## config.mk

```make
export PLATFORM = sky130hd
export DESIGN_NAME = rr_arb4
export DESIGN_NICKNAME = d
export VERILOG_FILES = /design/src/rtl/arb_pkg.sv /design/src/rtl/dec2to4.sv /design/src/rtl/rr_arb4.sv
export SDC_FILE = /design/constraint.sdc
export NUM_CORES = 1
export LEC_CHECK = 0
export BUFFER_PORTS_ARGS = -buffer_cell sky130_fd_sc_hd__buf_2
export CAP_MARGIN = 0
export CORE_MARGIN = 2
export CORE_UTILIZATION = 53
export CTS_CLUSTER_DIAMETER = 30
export DETAILED_ROUTE_END_ITERATION = 12
export PLACE_DENSITY = 0.86
export SLEW_MARGIN = 25
export SYNTH_ARGS = -nofsm -noshare
export SYNTH_HDL_FRONTEND = slang
export SYNTH_SLANG_ARGS = --single-unit
```

## constraint.sdc

```tcl
create_clock -name clk -period 2.15 [get_ports clk]
set_input_delay 0.43 -clock clk [delete_from_list [all_inputs] [get_ports clk]]
set_output_delay 0.43 -clock clk [all_outputs]
set_load 0.01 [all_outputs]
```

## src/rtl/arb_pkg.sv

```systemverilog
// Shared definitions for the round-robin arbiter: FSM encoding, client count
// and the rotating-priority search used to pick the next owner.
package arb_pkg;

    typedef enum logic {
        IDLE = 1'b0,
        OWN  = 1'b1
    } state_t;

    localparam int N_CLIENTS = 4;

    typedef struct packed {
        logic       found;
        logic [1:0] idx;
    } winner_t;

    // Scanning from the far end back towards start leaves the first hit in
    // search order as the final value.
    function automatic winner_t next_winner(input logic [N_CLIENTS-1:0] req,
                                            input logic [1:0]           start);
        winner_t    w;
        logic [1:0] cand;
        w = '0;
        for (int k = N_CLIENTS - 1; k >= 0; k--) begin
            cand = start + 2'(k);
            if (req[cand]) begin
                w.found = 1'b1;
                w.idx   = cand;
            end
        end
        return w;
    endfunction

endpackage

```

## src/rtl/dec2to4.sv

```systemverilog
// Plain 2-to-4 one-hot decoder, shared across the lab designs.
module dec2to4 (
    input  logic [1:0] D,
    output logic [3:0] Y
);

    always_comb begin
        Y    = 4'b0000;
        Y[D] = 1'b1;
    end

endmodule

```

## src/rtl/rr_arb4.sv

```systemverilog
// Four-client round-robin arbiter with a bounded hold time; the grant is
// formed from registered state only, so req never reaches gnt combinationally.
module rr_arb4
    import arb_pkg::*;
#(
    parameter int MAX_HOLD = 8,
    parameter int CNT_W    = $clog2(MAX_HOLD)
) (
    input  logic                 clk,
    input  logic                 rst,
    input  logic [N_CLIENTS-1:0] req,
    output logic [N_CLIENTS-1:0] gnt,
    output logic [1:0]           gnt_id,
    output logic                 busy
);

    localparam logic [CNT_W-1:0] HOLD_LIMIT = CNT_W'(MAX_HOLD - 1);

    state_t               state, state_n;
    logic [1:0]           owner, owner_n;
    logic [1:0]           ptr, ptr_n;
    logic [CNT_W-1:0]     cnt, cnt_n;
    logic [N_CLIENTS-1:0] owner_dec;
    logic [N_CLIENTS-1:0] others;
    winner_t              pick_ptr, pick_next;
    logic                 take;
    logic [1:0]           take_idx;

    dec2to4 u_dec (
        .D (owner),
        .Y (owner_dec)
    );

    always_ff @(posedge clk) begin
        if (rst) begin
            state <= IDLE;
            owner <= 2'd0;
            ptr   <= 2'd0;
            cnt   <= '0;
        end else begin
            state <= state_n;
            owner <= owner_n;
            ptr   <= ptr_n;
            cnt   <= cnt_n;
        end
    end

    // Handovers search from owner+1 among the other requesters; a fresh grant
    // from IDLE searches from the rotating pointer.
    always_comb begin
        state_n   = state;
        owner_n   = owner;
        ptr_n     = ptr;
        cnt_n     = cnt;
        take      = 1'b0;
        take_idx  = 2'd0;
        others    = req & ~owner_dec;
        pick_ptr  = next_winner(req, ptr);
        pick_next = next_winner(others, owner + 2'd1);

        case (state)
            IDLE: begin
                if (pick_ptr.found) begin
                    state_n  = OWN;
                    take     = 1'b1;
                    take_idx = pick_ptr.idx;
                end
            end
            OWN: begin
                if (!req[owner]) begin
                    if (pick_next.found) begin
                        take     = 1'b1;
                        take_idx = pick_next.idx;
                    end else begin
                        state_n = IDLE;
                        cnt_n   = '0;
                    end
                end else if (cnt == HOLD_LIMIT) begin
                    if (pick_next.found) begin
                        take     = 1'b1;
                        take_idx = pick_next.idx;
                    end else begin
                        cnt_n = '0;
                    end
                end else begin
                    cnt_n = cnt + 1'b1;
                end
            end
            default: state_n = IDLE;
        endcase

        if (take) begin
            owner_n = take_idx;
            ptr_n   = take_idx + 2'd1;
            cnt_n   = '0;
        end
    end

    assign busy   = (state == OWN);
    assign gnt_id = owner;
    assign gnt    = owner_dec & {N_CLIENTS{busy}};

endmodule

```

==> results by group, run 1 <==
Placement
  – Post-DP HPWL: 1.27 mm
  – Final GP Congestion: 0.915
  – IO buf count: 12

Worst setup path
  – Critical path class: reg2reg
  – CP startpoint kind: register
  – Crit path DAT: 2120 ps
  – Worst-path cell chain: inv_1, ha_1, and3b_1, o21ai_0, a21boi_0, o31ai_4, xor2_1, a21oi_1
  – Setup crit end kind: register
  – R2R cell count: 8
  – Critical Path RT: 2310 ps
  – Crit Path Max Fanout: 5
  – CP max-delay cell: ha_1
  – Slowest stage delay, CP: 360 ps

Global route
  – Number of global-route vias before repair: 570
  – Wire length of the first global-routing pass: 2.57 mm
  – Initial antenna violation count: 0
  – Global route total overflow: 0
  – Total Routing Usage GR: 24.2%
  – Largest net degree at the start of global routing: 14

Routing
  – Per-cell routed wire length: 14.4 µm
  – DRC: 0
  – DRT antenna net count: 0
  – Via-to-Cell Ratio: 6.14
  – Detailed Route Iter0 Violations: 34
  – Via count: 718
  – DRT Pass-1 Iters: 4
  – WL final: 1.68 mm

Cells and area
  – Fin util: 63.7%
  – Layout cells sized above 1: 21.6%
  – Area grow syn2layout: 13.4%
  – ANT cells: 0
  – Nets: 116

Clock network
  – Clock sink count: 8
  – Clock Latency Late Sink: 270 ps
  – Post-CTS sizing: 0
  – H-tree Lvls: 1
  – Setup Buffers After CTS: 0
  – Clock root buffer: clkbuf_4
  – Hold Buf Count CTS: 0
  – Total CTS buffers: 3
  – CTS tree: done
  – CTS Buffer Depth: 2
  – Clk pin slew, worst setup/hold paths: 60 ps

Floorplan
  – Die Y: 41.1 µm
  – Rows: 13
  – Initial Utilization: 56.2%
  – Top-Level Pins: 13
  – Die area: 0.00169 mm²
  – Core region area: 0.00130 mm²
  – Die Wd: 41.1 µm

Synth
  – Seq/Total Area, Yosys: 21.9%
  – Largest family of logic cells by synthesized area: simple AND/OR/NAND/NOR gates
  – Synth area leaders: dfxtp_1, ha_1, a21oi_1
  – Synth Area in Adders: 10.3%
  – Xor/xnor share of the synthesized area: 1.20%
  – Warnings from Yosys: 0
  – Share of synthesized registers carrying an async set or reset: 0%
  – Synth cell types: 35
  – Post-synth EDFFs: 0
  – Compound-Gate Fraction of Synth Area: 27.7%
  – Net count after synthesis: 100
  – Yosys top cell by area: dfxtp_1
  – Dominant synthesized flop cell: dfxtp_1
  – Synth Cell Area: 731 µm²
  – Yosys top cell area share: 21.9%
  – Synth Area in Simple Gates: 28.1%
  – Cells after synthesis: 88
  – Avg Inst Size Synth: 8.30 µm²
  – Number of synthesized register bits: 8
  – Mux share of post-synthesis cell area: 6.16%

Job
  – Maxcap violations: 0

Timing
  – RSZ-0062 raised after global routing: false
  – Setup TNS: 0 ps
  – Part of the cycle the worst path needs: 90.7%
  – Fmax: 513 MHz
  – Slew Limit Fails: 0
  – Clk_skew: 4.79 ps
  – Worst relative slew slack: 61.0%
  – Final Setup Violations: 0
  – Worst-Margin Slew: 579 ps
  – Hold Violations, Final: 0
  – Tmin final: 1950 ps

Power
  – Power Density: 746 mW/mm²
  – Max VDD drop: 0.000376 V
  – Leak Pwr: 0.000355 µW

Run status
  – Outcome: finished, final reports clean

Min path
  – Hold-critical path depth: 2
  – Hold Crit Class: in2reg
## layer usage
layer / global-route usage (%) / vias up / part of all wire [%]
li1: - / 352 / -
met1: 30.3 / 332 / 44
met2: 38.7 / 29 / 46
met3: 3.26 / 5 / 6.5
met4: 14.5 / 0 / 2.6
met5: 0 / - / 0
## worst paths after layout
path / from / end / slack (ps)
setup / recovery: gnt_id[0] / ptr[1] / 200
hold / removal: rst / busy / 430
setup reg to reg: gnt_id[0] / ptr[1] / 200
hold reg to reg: ptr[0] / ptr[0] / 520
## report_power, final
| part | leakage [µW] | switching, µW | internal [µW] | total, µW |
|---|---|---|---|---|
| registers | 0.0000658 | 25.8 | 168 | 194 |
| clock network | 0.0000138 | 63.3 | 64.7 | 128 |
| logic | 0.000276 | 164 | 132 | 296 |
## through the flow
| step | hold WS [ps] | area [µm²] | worst slack, ps | instances | power (µW) |
|---|---|---|---|---|---|
| floorplan | 468 | 731 | 119 | 88 | 413 |
| global placement | 492 | 806 | 273 | 114 | 478 |
| detailed placement | 510 | 806 | 238 | 114 | 487 |
| CTS | 437 | 828 | 221 | 117 | 612 |
| global route | 439 | 828 | 90.6 | 117 | 648 |
| finish | 430 | 828 | 199 | 117 | 618 |
## logic make-up (layout without fill, tap and decap cells)
kind of cell / count (synthesis) / after routing
AND/OR/NAND/NOR: 36 / 36
AO/OA/AOI/OAI: 26 / 26
flip-flops: 8 / 8
buffers and inverters: 7 / 21
adder cells (fa/ha/maj): 6 / 6
multiplexers: 4 / 4
XOR/XNOR: 1 / 1
## worst max-delay path, delay by kind of cell, from the launching register on
kind            cells  cell delay [ps]
compound gates      4              690
xor+xnor            1              170
fa+ha+maj           1              360
buf+inv             1               80
flops               1              330
simple gates        1              200
## cell usage after synthesis, types with 2 or more instances
master and n:
a21boi_0 3, a21oi_1 8, a22oi_1 2, a31oi_1 2, and2_1 4, dfxtp_1 8
ha_1 6, inv_1 4, mux2i_1 3, nand2_1 7, nand2b_1 6, nor2_1 6
nor2b_1 2, nor3_1 4, o21ai_0 3
## layout make-up
| cell class | count | area, µm² |
|---|---|---|
| multi-input combinational | 73 | 537 |
| fill | 124 | 473 |
| sequential | 8 | 160 |
| timing repair buffer | 14 | 75.1 |
| clock buffer | 3 | 22.5 |
| tap | 15 | 18.8 |
| inverter | 4 | 15.0 |
## placed cells by master, fill, tap and decap left out, types with 2 or more instances in the layout
| cell | instances |
|---|---|
| buf_2 | 12 |
| a21oi_1 | 8 |
| dfxtp_1 | 8 |
| nand2_1 | 7 |
| nand2b_1 | 6 |
| nor2_1 | 6 |
| ha_1 | 6 |
| inv_1 | 4 |
| and2_1 | 4 |
| nor3_1 | 4 |
| mux2i_1 | 3 |
| o21ai_0 | 3 |
| a21boi_0 | 3 |
| clkbuf_4 | 3 |
| a31oi_1 | 2 |
| nor2b_1 | 2 |
| a22oi_1 | 2 |
| buf_4 | 2 |
## registers in the layout, indices dropped and copies added, names as in the netlist
signal / count
busy: 1
gnt_id: 2
cnt: 3
ptr: 2
Note: power is estimated with default switching activity, not from simulation.
==> run 2: changes to the inputs <==
--- a/config.mk
+++ b/config.mk
@@ -15,4 +15,5 @@
 export SLEW_MARGIN = 25
 export SYNTH_ARGS = -nofsm -noshare
 export SYNTH_HDL_FRONTEND = slang
+export SYNTH_HIERARCHICAL = 1
 export SYNTH_SLANG_ARGS = --single-unit
==> run 2 against run 1 <==
  * Cell area rose by 1.5%
  * Critical path depth down 1
  * Synthesized area decreased by 1.7%
  * Worst hold slack gained 11 ps
  * Sequential share of layout area decreased by 0.29 points
  * Combinational power is 4% lower
  * Register-to-register slack about the same
  * Clock-buffer cell count stayed put
  * Via count down 0.70%
  * Utilization up 1.8 points
  * Routed wire length shrank 4.0%
  * Non-clock buffer count is 2 higher
==> results by group, run 2 <==
Floorplan
  – Top-Level Pins: 13 (unchanged)
  – Die Y: 40.8 µm (was 41.1 µm)
  – Initial Utilization: 55.9% (was 56.2%)
  – Rows: 13 (unchanged)
  – Die area: 0.00167 mm² (was 0.00169 mm²)
  – Die Wd: 40.8 µm (was 41.1 µm)
  – Core region area: 0.00128 mm² (was 0.00130 mm²)

Cells and area
  – Most common cell after layout, fill and taps aside: buf_2 (unchanged)
  – Area grow syn2layout: 17.1% (was 13.4%)
  – Fin util: 65.4% (was 63.7%)
  – Nets: 117 (was 116)
  – Number of flip-flops in the largest register: 3 (unchanged)
  – Commonest non-fill, non-tap cells in the layout: buf_2, nor2_1, dfxtp_1 (was buf_2, a21oi_1, dfxtp_1)
  – Layout cells sized above 1: 26.2% (was 21.6%)
  – Top reg by flops: cnt (unchanged)
  – Layout fillers: 108 (was 124)
  – ANT cells: 0 (unchanged)

Worst setup path
  – Critical Path RT: 2320 ps (was 2310 ps)
  – Crit path DAT: 2110 ps (was 2120 ps)
  – Crit Path Max Fanout: 10 (was 5)
  – Critical path class: reg2reg (unchanged)
  – Worst R2R Start: gnt_id[0] (unchanged)
  – Setup crit end kind: register (unchanged)
  – CP startpoint kind: register (unchanged)
  – Setup crit start: gnt_id[0] (unchanged)

Placement
  – Post-DP HPWL: 1.25 mm (was 1.27 mm)
  – IO buf count: 12 (unchanged)
  – Final GP Congestion: 0.892 (was 0.915)

Global route
  – Initial antenna violation count: 0 (unchanged)
  – Wire length of the first global-routing pass: 2.48 mm (was 2.57 mm)
  – Number of global-route vias before repair: 580 (was 570)
  – Global route total overflow: 0 (unchanged)
  – Largest net degree at the start of global routing: 14 (unchanged)
  – Total Routing Usage GR: 22.4% (was 24.2%)

Timing
  – Setup TNS: 0 ps (unchanged)
  – Final Setup Violations: 0 (unchanged)
  – Fmax: 515 MHz (was 513 MHz)
  – Worst relative slew slack: 68.8% (was 61.0%)
  – Hold Violations, Final: 0 (unchanged)
  – Clk_skew: 6.55 ps (was 4.79 ps)
  – Slew Limit Fails: 0 (unchanged)
  – Part of the cycle the worst path needs: 90.3% (was 90.7%)
  – Worst-Margin Slew: 466 ps (was 579 ps)
  – Tmin final: 1940 ps (was 1950 ps)
  – RSZ-0062 raised after global routing: false (unchanged)

Clock network
  – Total CTS buffers: 3 (unchanged)
  – Setup Buffers After CTS: 0 (unchanged)
  – H-tree Lvls: 1 (unchanged)
  – Hold Buf Count CTS: 0 (unchanged)
  – Clk pin slew, worst setup/hold paths: 50 ps (was 60 ps)
  – Clock sink count: 8 (unchanged)
  – CTS Buffer Depth: 2 (unchanged)
  – CTS tree: done (unchanged)
  – Clock root buffer: clkbuf_4 (unchanged)
  – Post-CTS sizing: 0 (unchanged)
  – Clock Latency Late Sink: 250 ps (was 270 ps)

Routing
  – Via-to-Cell Ratio: 5.84 (was 6.14)
  – WL final: 1.62 mm (was 1.68 mm)
  – Via count: 713 (was 718)
  – Detailed Route Iter0 Violations: 14 (was 34)
  – DRT Pass-1 Iters: 4 (unchanged)
  – Per-cell routed wire length: 13.2 µm (was 14.4 µm)
  – DRT antenna net count: 0 (unchanged)
  – DRC: 0 (unchanged)

Power
  – Max VDD drop: 0.000426 V (was 0.000376 V)
  – Power Density: 701 mW/mm² (was 746 mW/mm²)
  – Leak Pwr: 0.000380 µW (was 0.000355 µW)

Min path
  – Worst hold start: rst (unchanged)
  – Hold Crit Class: in2reg (unchanged)

Synth
  – Dominant synthesized flop cell: dfxtp_1 (unchanged)
  – Share of synthesized registers carrying an async set or reset: 0% (unchanged)
  – Seq/Total Area, Yosys: 22.3% (was 21.9%)
  – Yosys top cell area share: 22.3% (was 21.9%)
  – Synth cell types: 36 (was 35)
  – Synth Cell Area: 718 µm² (was 731 µm²)
  – Synth area leaders: dfxtp_1, nor2_1, nand2b_1 (was dfxtp_1, ha_1, a21oi_1)
  – Post-synth EDFFs: 0 (unchanged)
  – Most common cell in the netlist: nor2_1
  – Number of synthesized register bits: 8 (unchanged)
  – Synth top cells by count: nor2_1, dfxtp_1, a21oi_1, inv_1, nand2b_1 (was a21oi_1, dfxtp_1, nand2_1)
  – Warnings from Yosys: 6 (was 0)
  – Yosys top cell by area: dfxtp_1 (unchanged)
  – Net count after synthesis: 98 (was 100)
  – Avg Inst Size Synth: 7.98 µm² (was 8.30 µm²)
  – Cells after synthesis: 90 (was 88)

Job
  – Maxcap violations: 0 (unchanged)

Run status
  – Outcome: finished, final reports clean (unchanged)
-- run 2: cell types whose count changed after synthesis, moves of 3 or more --
cell	previous run	this run
a211oi_1	1	4
a21boi_0	3	0
ha_1	6	2
nand2_1	7	4
nor2_1	6	11
-- run 2: metal layers --
layer	GRT usage [%]	routed length (µm)	vias to the layer above
met5	0	0	-
met4	2.50	0	0
met3	8.15	101	0
met2	34.0	747	24
met1	31.0	767	322
li1	-	-	367
-- run 2: worst max-delay path, stage by stage (launching register included) --
cell	delay (ps)
dfxtp_1	510
and2_2	240
nand2b_1	130
nand4_1	160
and3_1	260
a211oi_4	250
a21oi_1	80
a211oi_1	240
-- run 2: logic make-up after synthesis --
family	synth area share, %
muxes	6.45
buffers and inverters	4.35
and+or+nand+nor	30.7
DFF	22.3
AOI/OAI and AO/OA	32.8
adders and majority gates	3.48
-- run 2: power breakdown --
group	total [µW]	switching (µW)	internal (µW)
Sequential	194	27.7	167
Clock	111	47.3	63.6
Combinational	284	158	126
-- run 2: metrics by stage --
step / total power [µW] / instances / cell area (µm²) / hold WS [ps] / setup WS (ps)
floorplan: 401 / 90 / 718 / 499 / 274
global placement: 472 / 119 / 818 / 532 / 255
detailed placement: 478 / 119 / 818 / 552 / 219
CTS: 591 / 122 / 841 / 435 / 209
global route: 628 / 122 / 841 / 436 / 41.8
finish: 589 / 122 / 841 / 441 / 208
-- run 2: layout make-up --
| cell class | count | area [µm²] | share of cell area, % |
|---|---|---|---|
| Multi-Input combinational cell | 74 | 527 | 62.6 |
| Sequential cell | 8 | 160 | 19.0 |
| Timing Repair Buffer | 16 | 90.1 | 10.7 |
| Clock buffer | 3 | 22.5 | 2.68 |
| Inverter | 6 | 22.5 | 2.68 |
| Tap cell | 15 | 18.8 | 2.23 |
-- run 2: path summary, 6_finish.rpt --
kind / endpoint / slack [ps] / cells after the start
worst min register to register: cnt[0] / 560 / 2
worst max register to register: ptr[1] / 210 / 7
worst min-delay path: busy / 440 / 2
worst max-delay path: ptr[1] / 210 / 7
